<file path="src/rtl/run_detect_scheduler_if.sv">
// ---------------------------------------------------------------------------
// run_detect_scheduler_if
//   Bundles the request/grant and result signals of run_detect_scheduler.
//
//   Handshake: a source raises req[i] with its data bit on w[i] and holds both
//   stable until gnt[i]=1. The bit is consumed on the rising edge where
//   req[i] & gnt[i] = 1. gnt is combinational from req, so a source must not
//   make req depend on gnt in the same cycle. Dropping req[i] before a grant
//   withdraws the bit. Results carry no backpressure: z_valid is a one-cycle
//   strobe and z/z_ch are held until the next result.
//
//   Signals
//     clr      : synchronous clear of all channel contexts and the pointer
//     req, w   : per-channel request and data bit (N_CH wide)
//     gnt      : one-hot grant (N_CH wide)
//     z_valid  : registered, a consumed bit's result is present
//     z        : registered, run of RUN_LEN reached on z_ch
//     z_ch     : registered, channel index of the current result
//     hit_cnt  : saturating count of z=1 results (SEQ_SCHED_HIT_CNT_EN only)
//
//   Modports: master = stream side / testbench, slave = scheduler.
//   Optional feature macro: SEQ_SCHED_HIT_CNT_EN
// ---------------------------------------------------------------------------
interface run_detect_scheduler_if #(
  parameter int N_CH = 4
`ifdef SEQ_SCHED_HIT_CNT_EN
  , parameter int HIT_W = 16
`endif
);
  localparam int CH_W = $clog2(N_CH);

  logic            clr;
  logic [N_CH-1:0] req;
  logic [N_CH-1:0] w;
  logic [N_CH-1:0] gnt;
  logic            z_valid;
  logic            z;
  logic [CH_W-1:0] z_ch;
`ifdef SEQ_SCHED_HIT_CNT_EN
  logic [HIT_W-1:0] hit_cnt;
`endif

`ifdef SEQ_SCHED_HIT_CNT_EN
  modport master (output clr, req, w, input gnt, z_valid, z, z_ch, hit_cnt);
  modport slave  (input clr, req, w, output gnt, z_valid, z, z_ch, hit_cnt);
`else
  modport master (output clr, req, w, input gnt, z_valid, z, z_ch);
  modport slave  (input clr, req, w, output gnt, z_valid, z, z_ch);
`endif
endinterface

</file>
<file path="src/rtl/run_detect_scheduler.sv">
// ---------------------------------------------------------------------------
// run_detect_scheduler
//   One run-length detection engine time-shared by N_CH serial bit streams.
//   A round-robin arbiter picks one requesting channel per cycle; that
//   channel's context (seen, last bit, run count) is updated with the consumed
//   bit and a registered result (z_valid, z, z_ch) appears one cycle later.
//   z=1 once RUN_LEN identical consecutive bits have been seen on a channel,
//   and stays 1 on every further matching bit.
//
//   Ports
//     clk  : rising-edge clock
//     rst  : synchronous active-high reset
//     bus  : run_detect_scheduler_if.slave (clr, req, w, gnt, z_valid, z,
//            z_ch, and hit_cnt when enabled)
//
//   Optional feature macro: SEQ_SCHED_HIT_CNT_EN adds a saturating HIT_W-bit
//   counter of z=1 results on bus.hit_cnt.
// ---------------------------------------------------------------------------
module run_detect_scheduler #(
  parameter int N_CH    = 4,
  parameter int RUN_LEN = 4,
  parameter int HIT_W   = 16
) (
  input  logic                    clk,
  input  logic                    rst,
  run_detect_scheduler_if.slave   bus
);
  localparam int CH_W  = $clog2(N_CH);
  localparam int RUN_W = $clog2(RUN_LEN + 1);

  // Elaboration-time parameter sanity.
  if (N_CH < 2)    begin : g_bad_n_ch    $error("N_CH must be >= 2");    end
  if (RUN_LEN < 2) begin : g_bad_run_len $error("RUN_LEN must be >= 2"); end
  if (HIT_W < 1)   begin : g_bad_hit_w   $error("HIT_W must be >= 1");   end

  // Channel contexts and arbiter pointer.
  logic             r_seen [N_CH];
  logic             r_last [N_CH];
  logic [RUN_W-1:0] r_run  [N_CH];
  logic [CH_W-1:0]  r_ptr;

  // Registered result.
  logic             r_z_valid;
  logic             r_z;
  logic [CH_W-1:0]  r_z_ch;

  // Arbiter outputs.
  logic             w_found;
  logic [CH_W-1:0]  w_idx;
  logic             w_take;
  logic [N_CH-1:0]  w_gnt;
  logic [CH_W-1:0]  w_ptr_nxt;

  // Shared engine datapath.
  logic             w_bit;
  logic [RUN_W-1:0] w_run_nxt;
  logic             w_hit;

  // k-th candidate in round-robin order starting at base, wrapping at N_CH.
  function automatic logic [CH_W-1:0] rr_cand(input logic [CH_W-1:0] base,
                                               input int k);
    int c;
    c = int'(base) + k;
    if (c >= N_CH) c = c - N_CH;
    return CH_W'(c);
  endfunction

  // Search from the highest offset down so the last hit written is the one
  // closest to r_ptr; avoids a priority chain on a found flag.
  always_comb begin
    w_found = 1'b0;
    w_idx   = '0;
    for (int k = N_CH - 1; k >= 0; k--) begin
      if (bus.req[rr_cand(r_ptr, k)]) begin
        w_found = 1'b1;
        w_idx   = rr_cand(r_ptr, k);
      end
    end
  end

  // rst and clr both suppress the grant so no bit is consumed in that cycle.
  always_comb begin
    w_take       = w_found & ~bus.clr & ~rst;
    w_gnt        = '0;
    w_gnt[w_idx] = w_take;
  end

  always_comb begin
    w_ptr_nxt = (w_idx == CH_W'(N_CH - 1)) ? '0 : w_idx + 1'b1;
  end

  // Run update for the granted channel; saturates at RUN_LEN so it never wraps.
  always_comb begin
    w_bit = bus.w[w_idx];
    if (!r_seen[w_idx] || (w_bit != r_last[w_idx])) begin
      w_run_nxt = RUN_W'(1);
    end else if (r_run[w_idx] == RUN_W'(RUN_LEN)) begin
      w_run_nxt = r_run[w_idx];
    end else begin
      w_run_nxt = r_run[w_idx] + 1'b1;
    end
    w_hit = (w_run_nxt == RUN_W'(RUN_LEN));
  end

  always_ff @(posedge clk) begin
    if (rst) begin
      for (int i = 0; i < N_CH; i++) begin
        r_seen[i] <= 1'b0;
        r_last[i] <= 1'b0;
        r_run[i]  <= '0;
      end
      r_ptr     <= '0;
      r_z_valid <= 1'b0;
      r_z       <= 1'b0;
      r_z_ch    <= '0;
    end else if (bus.clr) begin
      // clr discards contexts but leaves the last z/z_ch visible.
      for (int i = 0; i < N_CH; i++) begin
        r_seen[i] <= 1'b0;
        r_last[i] <= 1'b0;
        r_run[i]  <= '0;
      end
      r_ptr     <= '0;
      r_z_valid <= 1'b0;
    end else if (w_take) begin
      r_seen[w_idx] <= 1'b1;
      r_last[w_idx] <= w_bit;
      r_run[w_idx]  <= w_run_nxt;
      r_ptr         <= w_ptr_nxt;
      r_z_valid     <= 1'b1;
      r_z           <= w_hit;
      r_z_ch        <= w_idx;
    end else begin
      r_z_valid <= 1'b0;
    end
  end

`ifdef SEQ_SCHED_HIT_CNT_EN
  logic [HIT_W-1:0] r_hit_cnt;

  // Counts on the same edge that registers z=1, so hit_cnt tracks z_valid&z.
  always_ff @(posedge clk) begin
    if (rst || bus.clr) begin
      r_hit_cnt <= '0;
    end else if (w_take && w_hit && (r_hit_cnt != {HIT_W{1'b1}})) begin
      r_hit_cnt <= r_hit_cnt + 1'b1;
    end
  end

  assign bus.hit_cnt = r_hit_cnt;
`endif

  assign bus.gnt     = w_gnt;
  assign bus.z_valid = r_z_valid;
  assign bus.z       = r_z;
  assign bus.z_ch    = r_z_ch;

endmodule
</file>
<file path="src/flat_wrapper.sv">
// flat-port wrapper written by rule: the top's interface ports become plain ports
module run_detect_scheduler_flat 
#(
  parameter int N_CH    = 4,
  parameter int RUN_LEN = 4,
  parameter int HIT_W   = 16
)
  (clk, rst, bus_clr, bus_req, bus_w, bus_gnt, bus_z_valid, bus_z, bus_z_ch);
  run_detect_scheduler_if #(.N_CH(N_CH)) bus_i ();
  input  logic clk;
  input  logic rst;
  input wire logic [$bits(bus_i.clr)-1:0] bus_clr;
  input wire logic [$bits(bus_i.req)-1:0] bus_req;
  input wire logic [$bits(bus_i.w)-1:0] bus_w;
  output wire logic [$bits(bus_i.gnt)-1:0] bus_gnt;
  output wire logic [$bits(bus_i.z_valid)-1:0] bus_z_valid;
  output wire logic [$bits(bus_i.z)-1:0] bus_z;
  output wire logic [$bits(bus_i.z_ch)-1:0] bus_z_ch;
  assign bus_i.clr = bus_clr;
  assign bus_i.req = bus_req;
  assign bus_i.w = bus_w;
  assign bus_gnt = bus_i.gnt;
  assign bus_z_valid = bus_i.z_valid;
  assign bus_z = bus_i.z;
  assign bus_z_ch = bus_i.z_ch;
  run_detect_scheduler #(.N_CH(N_CH), .RUN_LEN(RUN_LEN), .HIT_W(HIT_W)) u_core (.clk(clk), .rst(rst), .bus(bus_i));
endmodule
</file>
<file path="config.mk">
export PLATFORM = sky130hd
export DESIGN_NAME = run_detect_scheduler_flat
export DESIGN_NICKNAME = d
export VERILOG_FILES = /design/src/rtl/run_detect_scheduler_if.sv /design/src/rtl/run_detect_scheduler.sv /design/src/flat_wrapper.sv
export SDC_FILE = /design/constraint.sdc
export NUM_CORES = 1
export LEC_CHECK = 0
export ABC_AREA = 1
export CELL_PAD_IN_SITES_DETAIL_PLACEMENT = 1
export CELL_PAD_IN_SITES_GLOBAL_PLACEMENT = 2
export CORE_MARGIN = 3
export CORE_UTILIZATION = 32
export DETAILED_ROUTE_END_ITERATION = 8
export GPL_ROUTABILITY_DRIVEN = 0
export PLACE_DENSITY = 0.77
export SKIP_LAST_GASP = 1
export SLEW_MARGIN = 20
export SYNTH_ARGS = -nofsm -noshare
export SYNTH_HDL_FRONTEND = slang
export SYNTH_SLANG_ARGS = --single-unit
</file>
<file path="constraint.sdc">
create_clock -name clk -period 3.8 [get_ports clk]
set_clock_uncertainty 0.1 [all_clocks]
set_input_delay 1.14 -clock clk [delete_from_list [all_inputs] [get_ports clk]]
set_output_delay 1.14 -clock clk [all_outputs]
set_load 0.02 [all_outputs]
</file>
==> results.md, run 1 <==
* Seq/Total Area, Yosys at 0.419
* Fin Hold WS at 0.366 ns
* Placed cell count at 321
* Reg2reg path depth at 20
* Drt first-iter violations at 72
* Core Region at 4820 sq um
* DRC at 0
* Critical Path Source Type: primary input
* Total GRT Usage at 0.173
* WP data arrival at 2.46 ns
* CTS Buf Count at 3
* Min Tclk post-route at 3.70 ns
* IO Port Bufs at 18
* Synth top area cells: edfxtp_1 30%, nand2_1 13%, dfxtp_1 12%, nand3_1 8.9%, inv_1 5.3%
* Leakage at 1.08 nW
* Drt total wl at 4.98 mm
* Vias in the first global route at 1743
* Die H at 77.2 um
* Synthesis Warnings at 0
* Max-Cap Viols at 0
* Post-layout power at 1.17 mW
* Max frequency at 0.271 GHz
* Antenna Cells at 0
* Starting Density at 0.337
* Count leader, synth: nand2_1
* Final Max Slew Viols at 0
* CTS H-tree depth at 1
* Predominant post-synthesis flop cell: edfxtp_1
* Relative slew slack at 0.807
* Worst skew pair latency at 0.27 ns
* Synth cell types at 27
* Final hold vios at 0
* Register-to-Register Setup Slack at 0.57 ns
* Row cnt at 25
* Initial antenna violation count at 0
* DR vias/cell at around 4.7
* Max IR drop VDD at 0.208 mV
* Post-synth top cells: 57 x nand2_1, 29 x nand3_1, 23 x inv_1
* DIE AREA at 5960 sq um
* Layout cells sized above 1 at 0.399
* Critical Path Fanout Max at 4
* CTS Sinks at 26
* Detailed Routing Iterations Pass 1 at 4
* Routed Antenna Nets at 0
* Synthesis-to-layout area growth at 46.0%
* Post-DR wirelength/cell at about 15 um
* Grt ovf at 0
* Worst-Margin Slew at 0.289 ns
* #FFs+latches synth at 26
* # setup viols final at 0
* CP endpoint kind: output port
* Worst Path Required at 2.56 ns
* Unrepaired setup endpoints after global routing: true
* WHS Path Cells at 2
* Hold crit path type: register to register
* Dpl ws at -0.782 ns
* Power Density at 493 nW/um^2
* Root Driver: clkbuf_8
* Mapped Cells at 210
* Post-DP HPWL at 3.82 mm
* DR vias at roughly 1600
* Clk slew on worst S/H paths at 0.09 ns
* Crit path kind: primary input to output port
* CTS tree: yes
* Clock tree buffer depth at 2
* Run status: finished clean
* Syn Nets at 227
* Avg Inst Size Synth at between 7 and 8 sq um
* Global-route wire length before repair at 8.31 mm
* Share of the synthesized area in the top cell type at 0.296
* Post-synthesis instance area at between 1500 and 2000 sq um
* Final TNS setup at 0 ns
* Fill count at 609
* Crit share post-route at 0.973
* Io pins at 19
* Largest net degree at the start of global routing at 16
* Layout Cells excl Fill at 338
* Async S/R FF share, synth at 0
* Yosys top cell by area: edfxtp_1
* Nets at 289
* Post-synth EDFFs at 16
* Die width at 77.2 um
* Setup WS post-layout at a little over 0.1 ns
==> cell usage in the layout, fill, tap and decap left out, drive strengths merged <==
cell,n
nand2,69
buf,47
nand3,33
inv,28
nor2,26
edfxtp,16
clkdlybuf4s50,10
dfxtp,10
clkbuf,7
ha,6
o21ai,5
a21oi,4
a211oi,2
a21boi,1
nor3,1
a32oi,1
o211ai,1
nand3b,1
and2,1
or2,1
bufinv,1
==> critical path, stage by stage <==
cell and delay, ns:
clkbuf_2 0.10, inv_1 0.05, nand2_2 0.10, nand3_2 0.12
nand2_4 0.10, inv_4 0.05, buf_4 0.13, nand2_1 0.07
nand2_2 0.10, ha_1 0.22, nand2_2 0.08, inv_1 0.04
buf_4 0.15
==> routing by layer <==
layer,global-route usage,share of wire,wire [um],up-vias
met3,0.0270,0.021,106,5
met2,0.325,0.53,2660,15
met1,0.211,0.43,2160,767
met4,0.0231,0.010,51,0
li1,-,-,-,803
met5,0,0,0,-
==> repair_timing <==
action,in CTS,in global routing
hold buffers,0,0
setup buffers,12,1
gates cloned,0,0
gates resized for setup,38,32
pin swaps,18,14
setup endpoints to repair,4,8
==> where the power goes <==
| part | internal (mW) | switching [mW] |
|---|---|---|
| logic | 0.251 | 0.343 |
| registers | 0.329 | 0.0143 |
| clock network | 0.141 | 0.0911 |
==> final timing paths <==
path / startpoint / to
max: bus_req[1] / bus_gnt[0]
min: u_core.bus.z_ch[0] / u_core.bus.z_ch[0]
max reg2reg: u_core.r_ptr[1] / u_core.r_run[2][1]
min reg2reg: u_core.bus.z_ch[0] / u_core.bus.z_ch[0]
==> metrics by stage <==
stage | util | area (sq um)
floorplan | - | 1620
global placement | 0.430 | 2070
detailed placement | 0.430 | 2070
CTS | 0.469 | 2260
global route | 0.492 | 2370
finish | 0.492 | 2370
==> sequential cells by signal (all words and copies together), names as in the netlist <==
signal              count
u_core.bus.z            1
u_core.r_ptr            2
u_core.r_run           12
u_core.r_seen           4
u_core.bus.z_valid      1
u_core.r_last           4
u_core.bus.z_ch         2
==> layout make-up <==
class | instances | area (sq um) | area share
flip-flops and latches | 26 | 681 | 0.287
inverters | 28 | 118 | 0.0496
well taps | 67 | 83.8 | 0.0354
repair buffers | 61 | 478 | 0.202
clock buffers | 3 | 41.3 | 0.0174
multi-input cells | 152 | 938 | 0.396
clock inverters | 1 | 30.0 | 0.0127
==> cells by family after synthesis <==
group / share of synthesized area
compound gates: 0.0563
simple gates: 0.383
flops: 0.419
fa+ha+maj: 0.0463
buf+inv: 0.0948
Power figures use the tool's default switching activity.
==> run 2, diff against run 1 <==
--- a/config.mk
+++ b/config.mk
@@ -9,10 +9,10 @@
 export CELL_PAD_IN_SITES_DETAIL_PLACEMENT = 1
 export CELL_PAD_IN_SITES_GLOBAL_PLACEMENT = 2
 export CORE_MARGIN = 3
-export CORE_UTILIZATION = 32
+export CORE_UTILIZATION = 35
 export DETAILED_ROUTE_END_ITERATION = 8
 export GPL_ROUTABILITY_DRIVEN = 0
-export PLACE_DENSITY = 0.77
+export PLACE_DENSITY = 0.83
 export SKIP_LAST_GASP = 1
 export SLEW_MARGIN = 20
 export SYNTH_ARGS = -nofsm -noshare
==> constraint.sdc (replaced) <==
create_clock -name clk -period 4.4 [get_ports clk]
set_clock_uncertainty 0.1 [all_clocks]
set_input_delay 1.32 -clock clk [delete_from_list [all_inputs] [get_ports clk]]
set_output_delay 1.32 -clock clk [all_outputs]
set_load 0.02 [all_outputs]
==> results.md, run 2 (synthesis results as in run 1) <==
* Run status: finished clean (unchanged)
* Crit share post-route at 0.987
* CTS H-tree depth at 1 (unchanged)
* Post-DP HPWL at 3.54 mm (was 3.82 mm)
* Pint at 623 uW (was 720 uW)
* Initial antenna violation count at 0 (unchanged)
* DR vias at 1573 (was 1590)
* Nets at 281 (was 289)
* Largest net degree at the start of global routing at 16 (unchanged)
* DRC at 0 (unchanged)
* Root Driver: clkbuf_8 (unchanged)
* # setup viols final at 0 (unchanged)
* Clock tree buffer depth at 2 (unchanged)
* Sw power at 394 uW (was 448 uW)
* Clk slew on worst S/H paths at 0.10 ns (was 0.09 ns)
* Die width at 74.1 um (was 77.2 um)
* Max-Cap Viols at 0 (unchanged)
* Layout cells sized above 1 at 0.361 (was 0.399)
* Total GRT Usage at 0.183 (was 0.173)
* Global-route wire length before repair at 7.69 mm (was 8.31 mm)
* CP endpoint kind: output port (unchanged)
* Core Region at 4410 sq um (was 4820 sq um)
* Routed Antenna Nets at 0 (unchanged)
* Min Tclk post-route at 4.34 ns
* Drt first-iter violations at 56 (was 72)
* Grt ovf at 0 (unchanged)
* Most frequent cells in the layout: 48 x nand2_1, 38 x buf_4, 23 x nand3_1 (was 44 x nand2_1, 44 x buf_4, 25 x nand3_1)
* Max IR drop VDD at 0.209 mV (was 0.208 mV)
* Synthesis-to-layout area growth at 41.2% (was 46.0%)
* Switching Share at 0.387 (was 0.384)
* Critical Path Source Type: primary input (unchanged)
* Final Max Slew Viols at 0 (unchanged)
* Detailed Routing Iterations Pass 1 at 4 (unchanged)
* Die H at 74.1 um (was 77.2 um)
* Post-layout power at 1.02 mW (was 1.17 mW)
* Power Density at 444 nW/um^2 (was 493 nW/um^2)
* Starting Density at 0.368 (was 0.337)
* Antenna Cells at 0 (unchanged)
* Sequential share of power at 0.295 (was 0.294)
* Post-CTS Hold Buffers at 0 (unchanged)
* Drt total wl at 5.00 mm (was 4.98 mm)
* Commonest non-fill, non-tap cell in the layout: nand2_1
* CTS Buf Count at 3 (unchanged)
* Combinational fraction of design power at 0.507 (was 0.508)
* Critical Path Fanout Max at 3 (was 4)
* Final hold vios at 0 (unchanged)
* Max reg flops at 12 (unchanged)
* DR vias/cell at 4.99 (was 4.70)
* Worst-Margin Slew at 0.496 ns (was 0.289 ns)
* Io pins at 19 (unchanged)
* Worst skew pair latency at 0.27 ns (about the same)
* Fin Hold WS at 0.370 ns (was 0.366 ns)
* Largest regs: u_core.r_run x12, u_core.r_last x4, u_core.r_seen x4 (unchanged)
* Crit path kind: primary input to output port (unchanged)
* Leakage at 1.06 nW (was 1.08 nW)
* CTS tree: yes (unchanged)
* Hold crit path type: register to register (unchanged)
* WP data arrival at 2.92 ns (was 2.46 ns)
* Relative slew slack at 0.669 (was 0.807)
* Max frequency at 0.230 GHz
* Clk pwr share at 0.199 (about the same)
* Worst Path Required at 2.98 ns (was 2.56 ns)
* IO Port Bufs at 18 (unchanged)
* Row cnt at 24 (was 25)
* CTS Sinks at 26 (unchanged)
* Largest Register: u_core.r_run (unchanged)
* Post-DR wirelength/cell at 15.9 um (was 14.7 um)
* Vias in the first global route at 1655 (was 1743)
* DIE AREA at 5490 sq um (was 5960 sq um)
-- run 2: layer usage --
| metal | track usage | vias to the layer above | share of wire |
|---|---|---|---|
| met2 | 0.337 | 26 | 0.54 |
| li1 | - | 784 | - |
| met4 | 0.0543 | 0 | 0.018 |
| met1 | 0.225 | 755 | 0.42 |
| met5 | 0 | - | 0 |
| met3 | 0.0189 | 8 | 0.022 |
-- run 2: path summary, 6_finish.rpt --
kind              startpoint      endpoint  slack (ns)  cells past startpoint
max               bus_req[1]    bus_gnt[3]        0.06                     13
min             u_core.bus.z  u_core.bus.z        0.37                      2
max reg2reg  u_core.r_ptr[0]  u_core.bus.z        0.87                     21
min reg2reg     u_core.bus.z  u_core.bus.z        0.37                      2
-- run 2: power groups by stage --
stage	registers (mW)	clock network (mW)	logic, mW
after global routing	0.302	0.213	0.566
after detailed placement	0.303	0	0.409
after global placement	0.302	0	0.393
final	0.300	0.202	0.516
after CTS	0.298	0.202	0.450
after floorplan	0.300	0	0.269
-- run 2: timing repair --
item / CTS / global route
gates resized for setup: 30 / 26
pin swaps: 8 / 17
hold endpoints to repair: 0 / 0
gates cloned: 0 / 0
setup endpoints to repair: 4 / 17
setup buffers: 8 / 4
-- run 2: area by class of cell --
class / instances / area, sq um
Sequential cell: 26 / 681
Clock buffer: 3 / 41.3
Timing Repair Buffer: 53 / 439
Fill cell: 540 / 2120
Inverter: 28 / 113
Clock inverter: 1 / 30.0
Tap cell: 52 / 65.1
Multi-Input combinational cell: 152 / 922
-- run 2: through the flow --
step | setup TNS, ns | setup WS (ns) | cells | util | area (sq um)
2_1_floorplan | 0 | 0.495 | 210 | - | 1620
3_3_place_gp | -1.71 | -0.464 | 300 | 0.455 | 2010
3_5_place_dp | -2.06 | -0.575 | 300 | 0.455 | 2010
4_1_cts | -0.0395 | -0.0203 | 312 | 0.490 | 2160
5_1_grt | -0.0248 | -0.0248 | 315 | 0.519 | 2290
6_report | 0 | 0.0579 | 315 | 0.519 | 2290
-- run 2: critical path: stages --
cell           delay (ns)
dlygate4sd2_1        0.25
inv_1                0.07
nand2_2              0.09
nand2_2              0.14
nor2_4               0.05
nor2_2               0.11
o21ai_2              0.08
buf_4                0.14
a21boi_4             0.17
ha_2                 0.22
nand2_2              0.08
inv_1                0.06
buf_4                0.13
==> run 3, diff against run 2 <==
--- a/config.mk
+++ b/config.mk
@@ -5,14 +5,14 @@
 export SDC_FILE = /design/constraint.sdc
 export NUM_CORES = 1
 export LEC_CHECK = 0
-export ABC_AREA = 1
+export ABC_AREA = 0
 export CELL_PAD_IN_SITES_DETAIL_PLACEMENT = 1
 export CELL_PAD_IN_SITES_GLOBAL_PLACEMENT = 2
 export CORE_MARGIN = 3
-export CORE_UTILIZATION = 35
+export CORE_UTILIZATION = 37
 export DETAILED_ROUTE_END_ITERATION = 8
 export GPL_ROUTABILITY_DRIVEN = 0
-export PLACE_DENSITY = 0.83
+export PLACE_DENSITY = 0.82
 export SKIP_LAST_GASP = 1
 export SLEW_MARGIN = 20
 export SYNTH_ARGS = -nofsm -noshare
==> results.md, run 3 <==
* Avg Inst Size Synth at 10.4 sq um (was 7.73 sq um)
* Seq/Total Area, Yosys at 0.498 (was 0.419)
* Routed Antenna Nets at 0 (unchanged)
* Antenna Cells at 0 (unchanged)
* DR vias/cell at 4.88 (was 4.99)
* Relative slew slack at 0.648 (was 0.669)
* Io pins at 19 (unchanged)
* Root Driver: clkbuf_8 (unchanged)
* Largest regs: u_core.r_run x12, u_core.r_last x4, u_core.r_seen x4 (unchanged)
* Synth top area cells: edfxtp_1 35%, dfxtp_1 15%, mux2i_1 8.8%, ha_1 5.5%, nand2_1 4.9% (was edfxtp_1 30%, nand2_1 13%, dfxtp_1 12%, nand3_1 8.9%, inv_1 5.3%)
* DIE AREA at 4460 sq um (was 5490 sq um)
* Syn Nets at 148 (was 227)
* Critical Path Source Type: primary input (unchanged)
* Layout cells sized above 1 at 0.257 (was 0.361)
* Die H at 66.8 um (was 74.1 um)
* Core Region at 3440 sq um (was 4410 sq um)
* Yosys top cell by area: edfxtp_1 (unchanged)
* IO Port Bufs at 18 (unchanged)
* Reg2reg path depth at 11 (was 21)
* Row cnt at 21 (was 24)
* Starting Density at 0.397 (was 0.368)
* Min Tclk post-route at 4.32 ns (was 4.34 ns)
* Largest Register: u_core.r_run (unchanged)
* Max IR drop VDD at 0.214 mV (was 0.209 mV)
* Initial antenna violation count at 0 (unchanged)
* Synthesis Warnings at 0 (unchanged)
* # setup viols final at 0 (unchanged)
* CP endpoint kind: output port (unchanged)
* Drt first-iter violations at 30 (was 56)
* Die width at 66.8 um (was 74.1 um)
* Largest net degree at the start of global routing at 16 (unchanged)
* Critical Path Fanout Max at 5 (was 3)
* Worst skew pair latency at 0.27 ns (about the same)
* Power Density at 342 nW/um^2 (was 444 nW/um^2)
* Placed cell count at 208 (was 300)
* Grt ovf at 0 (unchanged)
* Final hold vios at 0 (unchanged)
* Most frequent cells in the layout: 19 x buf_4, 18 x nand2_1, 16 x nor2_1, 16 x edfxtp_1, 12 x mux2i_1 (was 48 x nand2_1, 38 x buf_4, 23 x nand3_1)
* Top delay family on crit path: buffers and inverters (unchanged)
* Hold crit path type: register to register (unchanged)
* Worst reg2reg path endpoint: u_core.r_run[0][2] (was u_core.bus.z)
* Final Max Slew Viols at 0 (unchanged)
* Hold path start: u_core.r_seen[1] (was u_core.bus.z)
* Detailed Routing Iterations Pass 1 at 3 (was 4)
* Commonest non-fill, non-tap cell in the layout: buf_4 (was nand2_1)
* Share of the synthesized area in the top cell type at 0.352 (was 0.296)
* R2r startpoint: u_core.r_ptr[0] (unchanged)
* Count leader, synth: nand2_1 (unchanged)
* Total GRT Usage at 0.179 (was 0.183)
* Synthesis-to-layout area growth at 31.8% (was 41.2%)
* Register-to-Register Setup Slack at 1.52 ns (was 0.87 ns)
* WP data arrival at 2.90 ns (was 2.92 ns)
* Crit share post-route at 0.982 (was 0.987)
* Post-DR wirelength/cell at 15.5 um (was 15.9 um)
* Global-route wire length before repair at 5.84 mm (was 7.69 mm)
* Buf/Inv on CP at 4 (was 5)
* Drt total wl at 3.30 mm (was 5.00 mm)
* Max reg flops at 12 (unchanged)
* Post-layout power at 616 uW (was 1.02 mW)
* Min-Delay Endpoint: u_core.r_seen[1] (was u_core.bus.z)
* Synth cell types at 33 (was 27)
* CTS tree: yes (unchanged)
* Leakage at 0.795 nW (was 1.06 nW)
* CTS Buf Count at 3 (unchanged)
* Worst-Margin Slew at 0.526 ns (was 0.496 ns)
* Post-DP HPWL at 2.67 mm (was 3.54 mm)
* Cell chain of the critical path: clkdlybuf4s50_1 > buf_4 > o32a_1 > ha_2 > nand2_1 > inv_1 > buf_2 (was dlygate4sd2_1 > inv_1 > nand2_2 > nand2_2 > nor2_4 > nor2_2 > o21ai_2 > buf_4 > a21boi_4 > ha_2 > nand2_2 > inv_1 > buf_4)
* Nets at 185 (was 281)
* Crit path kind: primary input to output port (unchanged)
* Worst Path Required at 2.98 ns (about the same)
* Clk slew on worst S/H paths at 0.09 ns (was 0.10 ns)
* Post-CTS Hold Buffers at 0 (unchanged)
* Post-synth EDFFs at 16 (unchanged)
* Run status: finished clean (unchanged)
* #FFs+latches synth at 26 (unchanged)
* Max frequency at 0.231 GHz (was 0.230 GHz)
* Unrepaired setup endpoints after global routing: false
* WHS Path Cells at 2 (unchanged)
* DR vias at 1039 (was 1573)
* Mapped Cells at 131 (was 210)
* Async S/R FF share, synth at 0 (unchanged)
* Clock tree buffer depth at 2 (unchanged)
* Final TNS setup at 0 ns (unchanged)
* Slowest CP cell: clkdlybuf4s50_1 (was dlygate4sd2_1)
* CTS Sinks at 26 (unchanged)
* Post-synthesis instance area at 1370 sq um (was 1620 sq um)
* Layout Cells excl Fill at 213 (was 315)
* Max-Cap Viols at 0 (unchanged)
* Post-synth top cells: 18 x nand2_1, 16 x edfxtp_1, 16 x nor2_1 (was 57 x nand2_1, 29 x nand3_1, 23 x inv_1)
* Crit-path max cell delay at 0.45 ns (was 0.25 ns)
* CTS H-tree depth at 1 (unchanged)
* DRC at 0 (unchanged)
* Predominant post-synthesis flop cell: edfxtp_1 (unchanged)
* Vias in the first global route at 1217 (was 1655)
## run 3: layout make-up
cell class                      instances  area [sq um]
Fill cell                             388          1640
Sequential cell                        26           681
Multi-Input combinational cell         91           646
Timing Repair Buffer                   36           308
Tap cell                               46          57.6
Clock buffer                            3          41.3
Inverter                               10          37.5
Clock inverter                          1          30.0
## run 3: repair_timing
action	CTS	global route
endpoints found under the setup margin	4	4
buffers inserted	1	0
endpoints found under the hold margin	0	0
pin swaps	1	1
gates resized for setup	24	9
## run 3: worst min-delay path, stage by stage, from the launching register on
cell and delay, ns:
dfxtp_1 0.32, nand2_1 0.05, nand2_1 0.04
## run 3: metrics by stage
stage          hold slack, ns  setup WS [ns]  utilization  instance area (sq um)
6_report                0.348         0.0772        0.523                   1800
5_1_grt                 0.379        0.00741        0.523                   1800
4_1_cts                 0.352         0.0151        0.516                   1780
3_5_place_dp            0.339         -0.512        0.494                   1700
3_3_place_gp            0.330         -0.453        0.494                   1700
2_1_floorplan           0.317          0.410            -                   1370
## run 3: per-layer routing
metal,GRT usage,part of all wire,vias to the layer above
li1,-,-,518
met1,0.221,0.44,504
met2,0.304,0.52,10
met3,0.0320,0.016,7
met4,0.0736,0.019,0
met5,0,0,-
## run 3: cells by family after synthesis
logic type / synth area share
AOI/OAI and AO/OA: 0.0733
DFF: 0.498
muxes: 0.121
adders and majority gates: 0.0549
and+or+nand+nor: 0.190
xor gates and xnor gates: 0.0119
buffers and inverters: 0.0504
## run 3: power breakdown
| part | switching [mW] | internal (mW) | total, mW |
|---|---|---|---|
| sequential | 0.00625 | 0.273 | 0.279 |
| clock | 0.0755 | 0.122 | 0.197 |
| combinational | 0.0740 | 0.0657 | 0.140 |
## run 3: how the worst max path moves through the flow
stage                          start         end  cells after the start
after floorplan           bus_req[1]  bus_gnt[2]                      9
after global routing      bus_req[3]  bus_gnt[0]                      8
after detailed placement  bus_req[1]  bus_gnt[0]                      9
after CTS                 bus_req[1]  bus_gnt[0]                      9
after global placement    bus_req[1]  bus_gnt[1]                      9
final                     bus_req[3]  bus_gnt[3]                      7
